### src/rtl/keypad_entry.sv
// keypad_entry: keypad scanner consumer. Debounces each press and release,
// acknowledges every accepted press once, builds a BCD digit entry and, on
// '#', converts it to binary and offers it with a valid/taken handshake.
// Build option: define KEYPAD_BACKSPACE_EN to make '*' a backspace;
// otherwise '*' clears the whole entry.
module keypad_entry #(
  parameter int MAX_DIGITS    = 6,
  parameter int VALUE_W       = 20,
  parameter int STABLE_CYCLES = 4
) (
  input  logic                      clock,
  input  logic                      reset,
  input  logic [3:0]                buttonPressed,
  output logic [31:0]               acknowledgeKey,
  input  logic                      entry_taken,
  output logic                      entry_valid,
  output logic [VALUE_W-1:0]        entry_value,
  output logic [4*MAX_DIGITS-1:0]   entry_bcd,
  output logic [3:0]                digit_count
);

  localparam int BCD_W = 4 * MAX_DIGITS;
  localparam int CNT_W = $clog2(STABLE_CYCLES + 1);
  // Same threshold serves both filters: the press filter counts repeats after
  // the capture sample, the release filter counts every no-key sample.
  localparam logic [CNT_W-1:0] CNT_LAST  = CNT_W'(STABLE_CYCLES - 1);
  localparam logic [3:0]       MAX_CNT   = 4'(MAX_DIGITS);
  localparam logic [3:0]       KEY_STAR  = 4'd10;
  localparam logic [3:0]       KEY_ENTER = 4'd11;
  localparam logic [3:0]       KEY_NONE  = 4'd13;

  typedef enum logic [2:0] {
    IDLE, STABLE, APPLY, WAIT_RELEASE, CONVERT, DONE
  } state_t;

  state_t             state_reg;
  logic [CNT_W-1:0]   cnt_reg;
  logic [3:0]         code_reg;
  logic               pending_reg;
  logic               ack_reg;
  logic [VALUE_W-1:0] acc_reg;
  logic [3:0]         step_reg;

  // Digits viewed as an array, padded with zeros so any 4-bit index is safe.
  logic [3:0] digit_at [16];
  logic [3:0] oldest_pos;
  logic [3:0] next_digit;

  genvar gi;
  generate
    for (gi = 0; gi < 16; gi++) begin : g_digit
      if (gi < MAX_DIGITS) begin : g_used
        assign digit_at[gi] = entry_bcd[4*gi +: 4];
      end else begin : g_pad
        assign digit_at[gi] = 4'd0;
      end
    end
  endgenerate

  // Conversion walks from the oldest digit (highest nibble) to the newest.
  assign oldest_pos = digit_count - 4'd1 - step_reg;
  assign next_digit = digit_at[oldest_pos];

  assign acknowledgeKey = {31'd0, ack_reg};

  // Main control: debounce, apply key, release filter, convert, handshake.
  always_ff @(posedge clock) begin
    if (reset) begin
      state_reg   <= IDLE;
      cnt_reg     <= '0;
      code_reg    <= 4'd0;
      pending_reg <= 1'b0;
      ack_reg     <= 1'b0;
      acc_reg     <= '0;
      step_reg    <= 4'd0;
      entry_valid <= 1'b0;
      entry_value <= '0;
      entry_bcd   <= '0;
      digit_count <= 4'd0;
    end else begin
      case (state_reg)
        IDLE: begin
          if (buttonPressed <= KEY_ENTER) begin
            code_reg  <= buttonPressed;
            cnt_reg   <= '0;
            state_reg <= STABLE;
          end
        end

        STABLE: begin
          if (buttonPressed != code_reg) begin
            state_reg <= IDLE;
          end else begin
            cnt_reg <= cnt_reg + CNT_W'(1);
            if (cnt_reg + CNT_W'(1) == CNT_LAST) state_reg <= APPLY;
          end
        end

        APPLY: begin
          cnt_reg   <= '0;
          state_reg <= WAIT_RELEASE;
          if (code_reg <= 4'd9) begin
            if (digit_count < MAX_CNT) begin
              entry_bcd   <= (entry_bcd << 4) | BCD_W'(code_reg);
              digit_count <= digit_count + 4'd1;
            end
          end else if (code_reg == KEY_STAR) begin
            pending_reg <= 1'b0;
`ifdef KEYPAD_BACKSPACE_EN
            if (digit_count != 4'd0) begin
              entry_bcd   <= entry_bcd >> 4;
              digit_count <= digit_count - 4'd1;
            end
`else
            entry_bcd   <= '0;
            digit_count <= 4'd0;
`endif
          end else if (code_reg == KEY_ENTER) begin
            if (digit_count != 4'd0) pending_reg <= 1'b1;
          end
        end

        WAIT_RELEASE: begin
          if (buttonPressed == KEY_NONE) begin
            if (cnt_reg == CNT_LAST) begin
              ack_reg   <= 1'b0;
              cnt_reg   <= '0;
              acc_reg   <= '0;
              step_reg  <= 4'd0;
              state_reg <= pending_reg ? CONVERT : IDLE;
            end else begin
              cnt_reg <= cnt_reg + CNT_W'(1);
              ack_reg <= 1'b1;
            end
          end else begin
            cnt_reg <= '0;
            ack_reg <= 1'b1;
          end
        end

        CONVERT: begin
          if (step_reg == digit_count) begin
            entry_value <= acc_reg;
            pending_reg <= 1'b0;
            entry_valid <= 1'b1;
            state_reg   <= DONE;
          end else begin
            acc_reg  <= acc_reg * VALUE_W'(10) + VALUE_W'(next_digit);
            step_reg <= step_reg + 4'd1;
          end
        end

        DONE: begin
          if (entry_taken) begin
            entry_bcd   <= '0;
            digit_count <= 4'd0;
            entry_valid <= 1'b0;
            state_reg   <= IDLE;
          end
        end

        default: state_reg <= IDLE;
      endcase
    end
  end

endmodule

### config.mk
export PLATFORM = sky130hd
export DESIGN_NAME = keypad_entry
export DESIGN_NICKNAME = d
export VERILOG_FILES = /design/src/rtl/keypad_entry.sv
export SDC_FILE = /design/constraint.sdc
export NUM_CORES = 1
export LEC_CHECK = 0
export ABC_AREA = 0
export ABC_CLOCK_PERIOD_IN_PS = 3650
export CAP_MARGIN = 20
export CORE_ASPECT_RATIO = 0.8
export CORE_MARGIN = 2
export CORE_UTILIZATION = 49
export DETAILED_ROUTE_END_ITERATION = 12
export PLACE_DENSITY = 0.8
export REMOVE_ABC_BUFFERS = 1
export SLEW_MARGIN = 20
export SYNTH_ARGS = -nofsm -noshare
export SYNTH_HDL_FRONTEND = slang
export SYNTH_SLANG_ARGS = --single-unit
### constraint.sdc
create_clock -name clock -period 3.65 [get_ports clock]
set_input_delay 0.9125 -clock clock [delete_from_list [all_inputs] [get_ports clock]]
set_output_delay 0.9125 -clock clock [all_outputs]
set_load 0.01 [all_outputs]
==> impl_results.md, run 1 <==
* Maxcap violations at 0
* Leakage at between 2 and 3 nW
* # DRC at 0
* Antenna violations before repair at 0
* Seq/Total Area, Yosys at 0.313
* Worst path max stage delay at slightly above 0.4 ns
* Share of cells above drive strength 1 at 0.111
* Worst Hold Path EP: entry_value[11]$_SDFFE_PP0P_
* Synth warn at 0
* RSZ-0062 raised after global routing: yes
* Total Routing Usage GR at 0.223
* Max Slew Vio Count at 0
* Fin util at 0.600
* Pin count of the biggest net entering global routing at 33
* Distinct cells, synth at between 60 and 70
* Synthesized flop and latch total at between 80 and 90
* Routed Antenna Nets at 0
* Clk Tree Root Cell: clkbuf_16
* Arrival time of the worst setup path at approximately 3.9 ns
* CP max FO at 3
* First-pass GRT wire length at 21600 um
* CP Buf/Inv Count at 2
* Max-slew headroom at 0.465
* Most area-consuming cells after synthesis: dfxtp_1 31%, ha_1 10%, nor2_1 6.4%
* Clk_skew at 0.0108 ns
* Clk pin slew, worst setup/hold paths at around 0.07 ns
* Pwr per Cell Area at around 300 nW/um^2
* Worst Hold Launch: entry_value[11]$_SDFFE_PP0P_
* WS Path Type: flip-flop to flip-flop
* Reg-to-reg critical path startpoint: step_reg[0]$_SDFFE_PP0P_
* Worst-Margin Slew at between 0.7 and 0.8 ns
* Worst IR Drop VDD at about 0.23 mV
* Async SR Flop Fraction at 0
* Die Span Y at about 98 um
* Failing checks: setup timing
* Cell area after synthesis at 5430 um^2
* Type of origin of the critical path: flip-flop
* Slowest-stage cell, CP: fa_2
* Worst-case clock buffer depth at 2
* I/O pin cnt at 88
* Remaining Overflow, GRT at 0
* Num CTS Buffers at 9
* CP required at about 3.9 ns
* Max reg flops at 24
* DR pass1 iterations at 5
* R2R Path End: acc_reg[18]$_SDFFE_PP0P_
* Die X at between 100 and 150 um
* ANT cells at 0
* Via density at about 5.7
* Pre-CTS setup slack at -0.0742 ns
* Vias at between 4000 and 5000
* Area leader, netlist: dfxtp_1
* Fin crit period at 3.68 ns
* Levels on crit path at 17
* Cell count after synthesis at between 600 and 700
* Clock latency on the worst-skew pair at 0.35 ns
* IO Port Bufs at 56
* Routed WL at 13600 um
* H-tree levels at 3
* # clock sinks at 85
* CTS tree: built
* Post-synth top flop: dfxtp_1
* Mean Syn Cell Area at between 8 and 9 um^2
* Synth top area share at 0.313
* Post-DP HPWL at 9510 um
* Final WS setup at -0.0305 ns
* EDFF count, synth at 0
* Setup TNS Final at -0.0445 ns
* Vias in the first global route at 4533
* Type of the worst min-delay path: flip-flop to flip-flop
* Die area at roughly 12000 um^2
* Crit-path leading delay family: simple AND/OR/NAND/NOR gates
* Std-Cell Rows at 34
* Status: finished, violations left
* Reg2reg path depth at 17
* Area growth from synthesis to layout at 19.7%
* Core area at between 10000 and 15000 um^2
* WHS Path Cells at 2
* CP cell instances: inv_2 > ha_4 > inv_2 > fa_2 > xnor2_2 > mux4_2 > a21oi_2 > nor2_2 > ha_1 > a21o_1 > a21oi_2 > nor2_2 > nor4b_4 > nand4_4 > nor4_4 > xnor2_1 > o21ai_1
* Setup-failing EPs final at 2
* Crit end category: flip-flop
* Reg-to-reg slack, setup at -0.03 ns
* Peak Freq at approximately 270 MHz
* Nets at 762
* WL/cell at between 15 and 20 um
* Final Cycle Share at 1.01
* Initial Utilization at 0.501
* Placer Congestion at between 0.8 and 0.9
* DRT iter0 DRCs at about 300
* Final Hold Vio Count at 0
## metrics by stage
step / hold WS (ns) / instance area (um^2) / total power, mW / std cells
final: 0.455 / 6500 / 1.98 / 856
after global routing: 0.477 / 6500 / 2.04 / 856
after CTS: 0.458 / 6330 / 1.99 / 848
after detailed placement: 0.449 / 6020 / 1.07 / 833
after global placement: 0.444 / 6020 / 1.06 / 833
after floorplan: 0.425 / 5180 / 1.03 / 621
## kinds of logic (layout without fill, tap and decap cells)
kind of cell | count (synthesis) | in the layout | share of synthesized area
buffers and inverters | 79 | 109 | 0.0792
AND/OR/NAND/NOR | 248 | 248 | 0.216
multiplexers | 35 | 35 | 0.0739
AO/OA/AOI/OAI | 126 | 126 | 0.155
adder cells (fa/ha/maj) | 47 | 47 | 0.112
other | 1 | 31 | 0.000690
flip-flops | 85 | 85 | 0.313
XOR/XNOR | 31 | 31 | 0.0500
## cell type report
type	instances	area (um^2)
fillers	908	4340
multi-input cells	518	3520
flip-flops and latches	85	1710
repair buffers	76	729
clock buffers	9	225
well taps	144	180
clock inverters	6	71.3
inverters	18	67.6
## cell usage after synthesis (4+ instances only)
cell / count
nand4_1: 7
a21oi_1: 47
mux4_2: 4
inv_1: 18
ha_1: 44
or3_1: 5
a22oi_1: 14
xnor2_1: 21
clkbuf_1: 20
buf_2: 8
nand2_1: 73
nor3_1: 16
xor2_1: 10
dfxtp_1: 85
and2_1: 4
mux2i_1: 30
nand3_1: 18
nor2_1: 92
o21ai_1: 6
buf_4: 33
o21ai_0: 19
a21o_1: 5
## power by group
| part | switching (mW) | internal (mW) | leakage (nW) |
|---|---|---|---|
| registers | 0.0117 | 0.934 | 0.687 |
| clock network | 0.397 | 0.532 | 0.139 |
| logic | 0.0682 | 0.0370 | 2.00 |
| total | 0.477 | 1.50 | 2.83 |
## timing repair
action                     4_1_cts  5_1_grt
setup buffers                    0        7
pin swaps                        0       14
setup endpoints to repair        3       10
gates resized for setup          2       21
hold buffers                     0        0
## layout by cell type, fill, tap and decap left out, drive strengths merged, types with 10 or more instances in the layout
cell           Yosys  routed
a21oi             47      47
a22oi             14      14
buf               41      21
clkdlybuf4s50      0      55
conb               1      31
dfxtp             85      85
ha                44      44
inv               18      20
mux2i             30      30
nand2             73      73
nand3             19      19
nor2              93      93
nor3              17      17
o21ai             25      25
xnor2             21      21
xor2              10      10
## routing by layer
metal / track usage / wire [um] / vias up
li1: - / - / 2340
met5: 0 / 0 / -
met1: 0.305 / 6090 / 2347
met2: 0.349 / 6350 / 180
met4: 0.0849 / 365 / 0
met3: 0.0426 / 814 / 34
## worst register-to-register path: stages (launching register included)
cell	delay [ns]
dfxtp_4	0.36
inv_2	0.06
ha_4	0.13
inv_2	0.04
fa_2	0.41
xnor2_2	0.19
mux4_2	0.35
a21oi_2	0.15
nor2_2	0.07
ha_1	0.30
a21o_1	0.12
a21oi_2	0.08
nor2_2	0.18
nor4b_4	0.36
nand4_4	0.19
nor4_4	0.34
xnor2_1	0.16
o21ai_1	0.08
## worst max path at each step
stage | to | slack [ns] | startpoint
3_5_place_dp | acc_reg[18]$_SDFFE_PP0P_ | -0.07 | step_reg[0]$_SDFFE_PP0P_
2_1_floorplan | digit_count[0]$_SDFFE_PP0P_ | -0.05 | state_reg[1]$_SDFFE_PP0P_
3_3_place_gp | acc_reg[16]$_SDFFE_PP0P_ | 0.16 | step_reg[0]$_SDFFE_PP0P_
4_1_cts | acc_reg[19]$_SDFFE_PP0P_ | 0.005 | step_reg[0]$_SDFFE_PP0P_
6_report | acc_reg[18]$_SDFFE_PP0P_ | -0.03 | step_reg[0]$_SDFFE_PP0P_
5_1_grt | acc_reg[16]$_SDFFE_PP0P_ | -0.16 | step_reg[0]$_SDFFE_PP0P_
Note: power is estimated with default switching activity, not from simulation.
==> run 2, diff against run 1 <==
Settings changed: CAP_MARGIN 20 to unset, CTS_BUF_LIST set to sky130_fd_sc_hd__clkbuf_4 sky130_fd_sc_hd__clkbuf_8 sky130_fd_sc_hd__clkbuf_16, MAX_ROUTING_LAYER set to met4.
==> run 2 against run 1 <==
Effect of this change: the flow still finishes with violations (setup timing); non-clock buffer count down 2; clock power up 9%; hold slack worse by 0.0033 ns; final cell count down 0.12%; count of clock-buffer cells in the layout up 1; sequential share of layout area unchanged; maximum frequency down 0.33%.
==> impl_results.md, run 2 (same netlist as run 1, synthesis figures left out) <==
* # fillers at 870
* Nets at 760
* Max Slew Vio Count at 0
* Antenna violations before repair at 0
* Hold buffers post-CTS at 0
* Initial Utilization at 0.501
* Switching pwr at ~0.48 mW
* DP Cell Count at roughly 830
* Non-filler cells in the finished layout at 855
* Crit end category: flip-flop
* Vias in the first global route at ~4500
* CTS tree: built
* Num CTS Buffers at 9
* Tot Pwr at between 2 and 2.5 mW
* # DRC at 0
* Max-slew headroom at 0.458
* Placer Congestion at around 0.87
* WS Path Type: flip-flop to flip-flop
* Post-DP HPWL at around 9500 um
* IO Port Bufs at 56
* Max reg flops at 24
* Reg area at around 1700 um^2
* Core area at 10800 um^2
* CP required at about 3.9 ns
* H-tree levels at 3
* Vias at between 4000 and 5000
* Remaining Overflow, GRT at 0
* Type of origin of the critical path: flip-flop
* Gate power share at 0.051
* RSZ-0062 raised after global routing: yes
* Most frequent cells in the layout: 89 x nor2_1, 83 x dfxtp_1, 73 x nand2_1
* Final Hold Vio Count at 0
* Share of cells above drive strength 1 at 0.110
* Die Span Y at around 98 um
* Clk Tree Root Cell: clkbuf_16
* Clock latency on the worst-skew pair at approximately 0.35 ns
* Internal power at ~1.6 mW
* Via density at between 5 and 6
* Final Cycle Share at 1.01
* Sequential share of power at 0.458
* DRT iter0 DRCs at between 400 and 500
* Final WS setup at -0.0427 ns
* # clock sinks at between 80 and 90
* CP max FO at 3
* Leakage at 2.83 nW
* Arrival time of the worst setup path at 3.92 ns
* Clk pwr share at 0.491
* First-pass GRT wire length at around 22000 um
* Net switching fraction of the power at 0.232
* Worst-Margin Slew at ~0.81 ns
* Die X at 122 um
* Pwr per Cell Area at around 320 nW/um^2
* I/O pin cnt at 88
* Clk pin slew, worst setup/hold paths at around 0.06 ns
* Area growth from synthesis to layout at 19.7%
* Clk_skew at between 0.007 and 0.008 ns
* Routed WL at around 13000 um
* Maxcap violations at 0
* ANT cells at 0
* WHS at about 0.45 ns
* WL/cell at 15.7 um
* Peak Freq at 271 MHz
* Std-Cell Rows at 34
* Total Routing Usage GR at 0.231
* Failing checks: setup timing
* Pin count of the biggest net entering global routing at 33
* Worst IR Drop VDD at 0.189 mV
* Fin crit period at about 3.7 ns
* Die area at 12000 um^2
* Multi-input gate area at 3510 um^2
* Status: finished, violations left
* Type of the worst min-delay path: flip-flop to flip-flop
* Routed Antenna Nets at 0
* Worst-case clock buffer depth at 2
* DR pass1 iterations at 5
* Commonest non-fill, non-tap cell in the layout: nor2_1
* Setup-failing EPs final at 3
[run 2: cell types whose count changed in the layout (fill, tap and decap cells not counted)]
cell	previous run	this run
bufinv_16	1	2
clkbuf_4	0	1
clkinvlp_4	2	1
nor3_2	2	1
buf_6	1	0
nor4_2	0	1
nor4_4	2	1
buf_4	18	17
nand4_2	0	1
nand4_4	2	1
nor3_4	1	2
[run 2: final cells by class]
cell class,instances,area share
Inverter,18,0.0104
Multi-Input combinational cell,518,0.540
Tap cell,144,0.0277
Clock buffer,10,0.0358
Clock inverter,6,0.0144
Sequential cell,85,0.262
Timing Repair Buffer,74,0.109
[run 2: what timing repair did]
item	CTS	global route
setup endpoints to repair	3	11
buffers inserted	0	5
pin swaps	0	15
gates resized for setup	2	19
[run 2: worst paths after layout]
check / from / end / slack [ns] / cells past startpoint
setup / recovery: step_reg[0]$_SDFFE_PP0P_ / acc_reg[14]$_SDFFE_PP0P_ / -0.04 / 18
hold / removal: entry_value[18]$_SDFFE_PP0P_ / entry_value[18]$_SDFFE_PP0P_ / 0.45 / 2
setup reg to reg: step_reg[0]$_SDFFE_PP0P_ / acc_reg[14]$_SDFFE_PP0P_ / -0.04 / 18
hold reg to reg: entry_value[18]$_SDFFE_PP0P_ / entry_value[18]$_SDFFE_PP0P_ / 0.45 / 2
[run 2: through the flow]
step	setup WS [ns]	utilization	area (um^2)	TNS, ns
2_1_floorplan	-0.0513	-	5180	-1.33
3_3_place_gp	0.157	0.555	6020	0
3_5_place_dp	-0.0517	0.555	6020	-0.0804
4_1_cts	0.00875	0.587	6360	0
5_1_grt	-0.185	0.600	6500	-0.803
6_report	-0.0427	0.600	6500	-0.0760
[run 2: power by group through the flow]
stage                     clock network, mW  logic, mW  registers [mW]
after floorplan                           0     0.0678           0.964
after global placement                    0     0.0969           0.966
after detailed placement                  0      0.100           0.967
after CTS                              1.02      0.102           0.946
after global routing                   1.06      0.117           0.947
final                                  1.01      0.105           0.946
[run 2: worst max-delay path: stages (launching register included)]
cell	delay, ns
dfxtp_4	0.34
inv_2	0.06
ha_4	0.13
inv_2	0.04
fa_2	0.41
xnor2_2	0.20
mux4_2	0.33
a21oi_2	0.17
nor2_2	0.08
ha_1	0.34
a21o_1	0.16
a21oi_2	0.08
nor2_2	0.15
nor4b_4	0.34
nand4_4	0.17
buf_4	0.19
nor2_2	0.12
xor2_1	0.17
o21ai_0	0.09
[run 2: routing by layer]
| layer | track usage | part of all wire |
|---|---|---|
| met4 | 0.0575 | 0.0091 |
| met1 | 0.299 | 0.44 |
| met3 | 0.0496 | 0.067 |
| met2 | 0.367 | 0.48 |
| met5 | - | 0 |
==> run 3, diff against run 2 <==
Settings changed: CORE_UTILIZATION 49 to 35, HOLD_SLACK_MARGIN set to 0.03, PLACE_DENSITY 0.8 to 0.61.
==> run 3 against run 2 <==
Effect of this change: the flow now finishes without violations; largest power group is now sequential cells; utilization shrank 17 points; hold slack improved by 0.0021 ns; via count decreased by 4.2%; total power fell by 7.5%; highest routed layer unchanged.
==> impl_results.md, run 3 (same netlist as run 1, synthesis figures left out) <==
* Status: completed
* Routed Antenna Nets at 0
* Max Slew Vio Count at 0
* Core area at approximately 15000 um^2
* WS Path Type: flip-flop to flip-flop
* Type of origin of the critical path: flip-flop
* Max reg flops at 24
* Tot Pwr at between 1.5 and 2 mW
* Via density at between 5 and 6
* Most frequent cells in the layout: 90 x nor2_1, 84 x dfxtp_1, 73 x nand2_1
* Num CTS Buffers at 9
* Setup TNS Final at 0 ns
* Maxcap violations at 0
* Placer Congestion at ~0.9
* CTS tree: built
* Final Cycle Share at 0.943
* Crit end category: flip-flop
* # clock sinks at 85
* Clk pin slew, worst setup/hold paths at 0.06 ns
* CP Buf/Inv Count at 2
* # fillers at roughly 1500
* WHS at ~0.45 ns
* Share of cells above drive strength 1 at 0.106
* Crit-path leading delay family: adder cells
* Multi-input gate area at approximately 3500 um^2
* Clock latency on the worst-skew pair at ~0.35 ns
* Most used cell, CP: fa_2
* Reg area at roughly 1700 um^2
* Clk Tree Root Cell: clkbuf_16
* Antenna violations before repair at 0
* DR pass1 iterations at 5
* Setup-failing EPs final at 0
* Total Routing Usage GR at 0.168
* Final Hold Vio Count at 0
* Std-Cell Rows at 40
* Vias at 4670
* Initial Utilization at 0.360
* Nets at approximately 760
* Post-DP HPWL at roughly 9700 um
* Routed WL at between 10000 and 15000 um
* Fin crit period at 3.44 ns
* Worst-case clock buffer depth at 2
* CP cell instances: ha_4 > inv_1 > fa_2 > xnor2_2 > buf_4 > mux4_2 > a21oi_2 > nor2_1 > ha_2 > fa_2 > a21o_1 > nand4b_1 > nor3_4 > nand4_4 > nor4_4 > a211o_1 > nand3_1
* Pwr per Cell Area at between 200 and 300 nW/um^2
* Vias in the first global route at ~4400
* Slowest-stage cell, CP: dfxtp_1
* ANT cells at 0
* Max-slew headroom at 0.454
* I/O pin cnt at between 80 and 90
* DRT iter0 DRCs at about 340
* CP max FO at 5
* Leakage at approximately 2.8 nW
* Area growth from synthesis to layout at 19.9%
* # DRC at 0
* Peak Freq at 291 MHz
* Clk_skew at 0.00506 ns
* IO Port Bufs at 56
* Type of the worst min-delay path: flip-flop to flip-flop
* Arrival time of the worst setup path at 3.73 ns
* Pre-CTS setup slack at 0.0152 ns
* Remaining Overflow, GRT at 0
* Worst path max stage delay at approximately 0.39 ns
* WL/cell at around 14 um
* Final WS setup at between 0.2 and 0.25 ns
* Worst-Margin Slew at between 0.8 and 0.9 ns
* Fin util at 0.431
* Pin count of the biggest net entering global routing at 41
* Die X at approximately 140 um
* First-pass GRT wire length at between 20000 and 25000 um
* CP required at 3.94 ns
* Die Span Y at roughly 120 um
* Worst IR Drop VDD at roughly 0.15 mV
* Die area at between 15000 and 20000 um^2
* Hold buffers post-CTS at 0
* H-tree levels at 3
* Commonest non-fill, non-tap cell in the layout: nor2_1
## run 3: path summary, 6_finish.rpt
| path | start | end | slack, ns | cells past startpoint |
|---|---|---|---|---|
| worst min-delay path | entry_value[18]$_SDFFE_PP0P_ | entry_value[18]$_SDFFE_PP0P_ | 0.45 | 2 |
| worst max register to register | digit_count[0]$_SDFFE_PP0P_ | acc_reg[19]$_SDFFE_PP0P_ | 0.21 | 17 |
| worst min register to register | entry_value[18]$_SDFFE_PP0P_ | entry_value[18]$_SDFFE_PP0P_ | 0.45 | 2 |
| worst max-delay path | digit_count[0]$_SDFFE_PP0P_ | acc_reg[19]$_SDFFE_PP0P_ | 0.21 | 17 |
## run 3: final cells by class
cell class	instances	share of cell area
Multi-Input combinational cell	518	0.539
Inverter	18	0.0104
Tap cell	210	0.0403
Clock buffer	9	0.0346
Sequential cell	85	0.262
Clock inverter	7	0.00768
Timing Repair Buffer	71	0.106
## run 3: worst register-to-register path, cell delays in order, from the launching register on
cell	delay, ns
dfxtp_1	0.39
ha_4	0.15
inv_1	0.04
fa_2	0.37
xnor2_2	0.14
buf_4	0.15
mux4_2	0.30
a21oi_2	0.16
nor2_1	0.06
ha_2	0.21
fa_2	0.34
a21o_1	0.22
nand4b_1	0.18
nor3_4	0.08
nand4_4	0.16
nor4_4	0.05
a211o_1	0.30
nand3_1	0.08
## run 3: metal layers
layer	vias up	wire length [um]	GRT usage
met5	-	0	-
met4	0	206	0.0549
met2	119	5710	0.245
met1	2193	6720	0.234
li1	2341	-	-
met3	17	591	0.0347
## run 3: per-stage QoR
stage | cell area, um^2 | cells
floorplan | 5180 | 621
global placement | 6100 | 899
detailed placement | 6100 | 899
CTS | 6380 | 915
global route | 6520 | 918
finish | 6520 | 918
## run 3: what timing repair did
| item | 4_1_cts | 5_1_grt |
|---|---|---|
| endpoints found under the hold margin | 0 | 0 |
| endpoints found under the setup margin | 0 | 11 |
| resized for setup | 0 | 22 |
| setup buffers | 0 | 2 |
## run 3: power by group
| group | internal, mW | switching (mW) |
|---|---|---|
| logic | 0.0367 | 0.0668 |
| clock network | 0.462 | 0.398 |
| registers | 0.934 | 0.0117 |
| total | 1.43 | 0.476 |
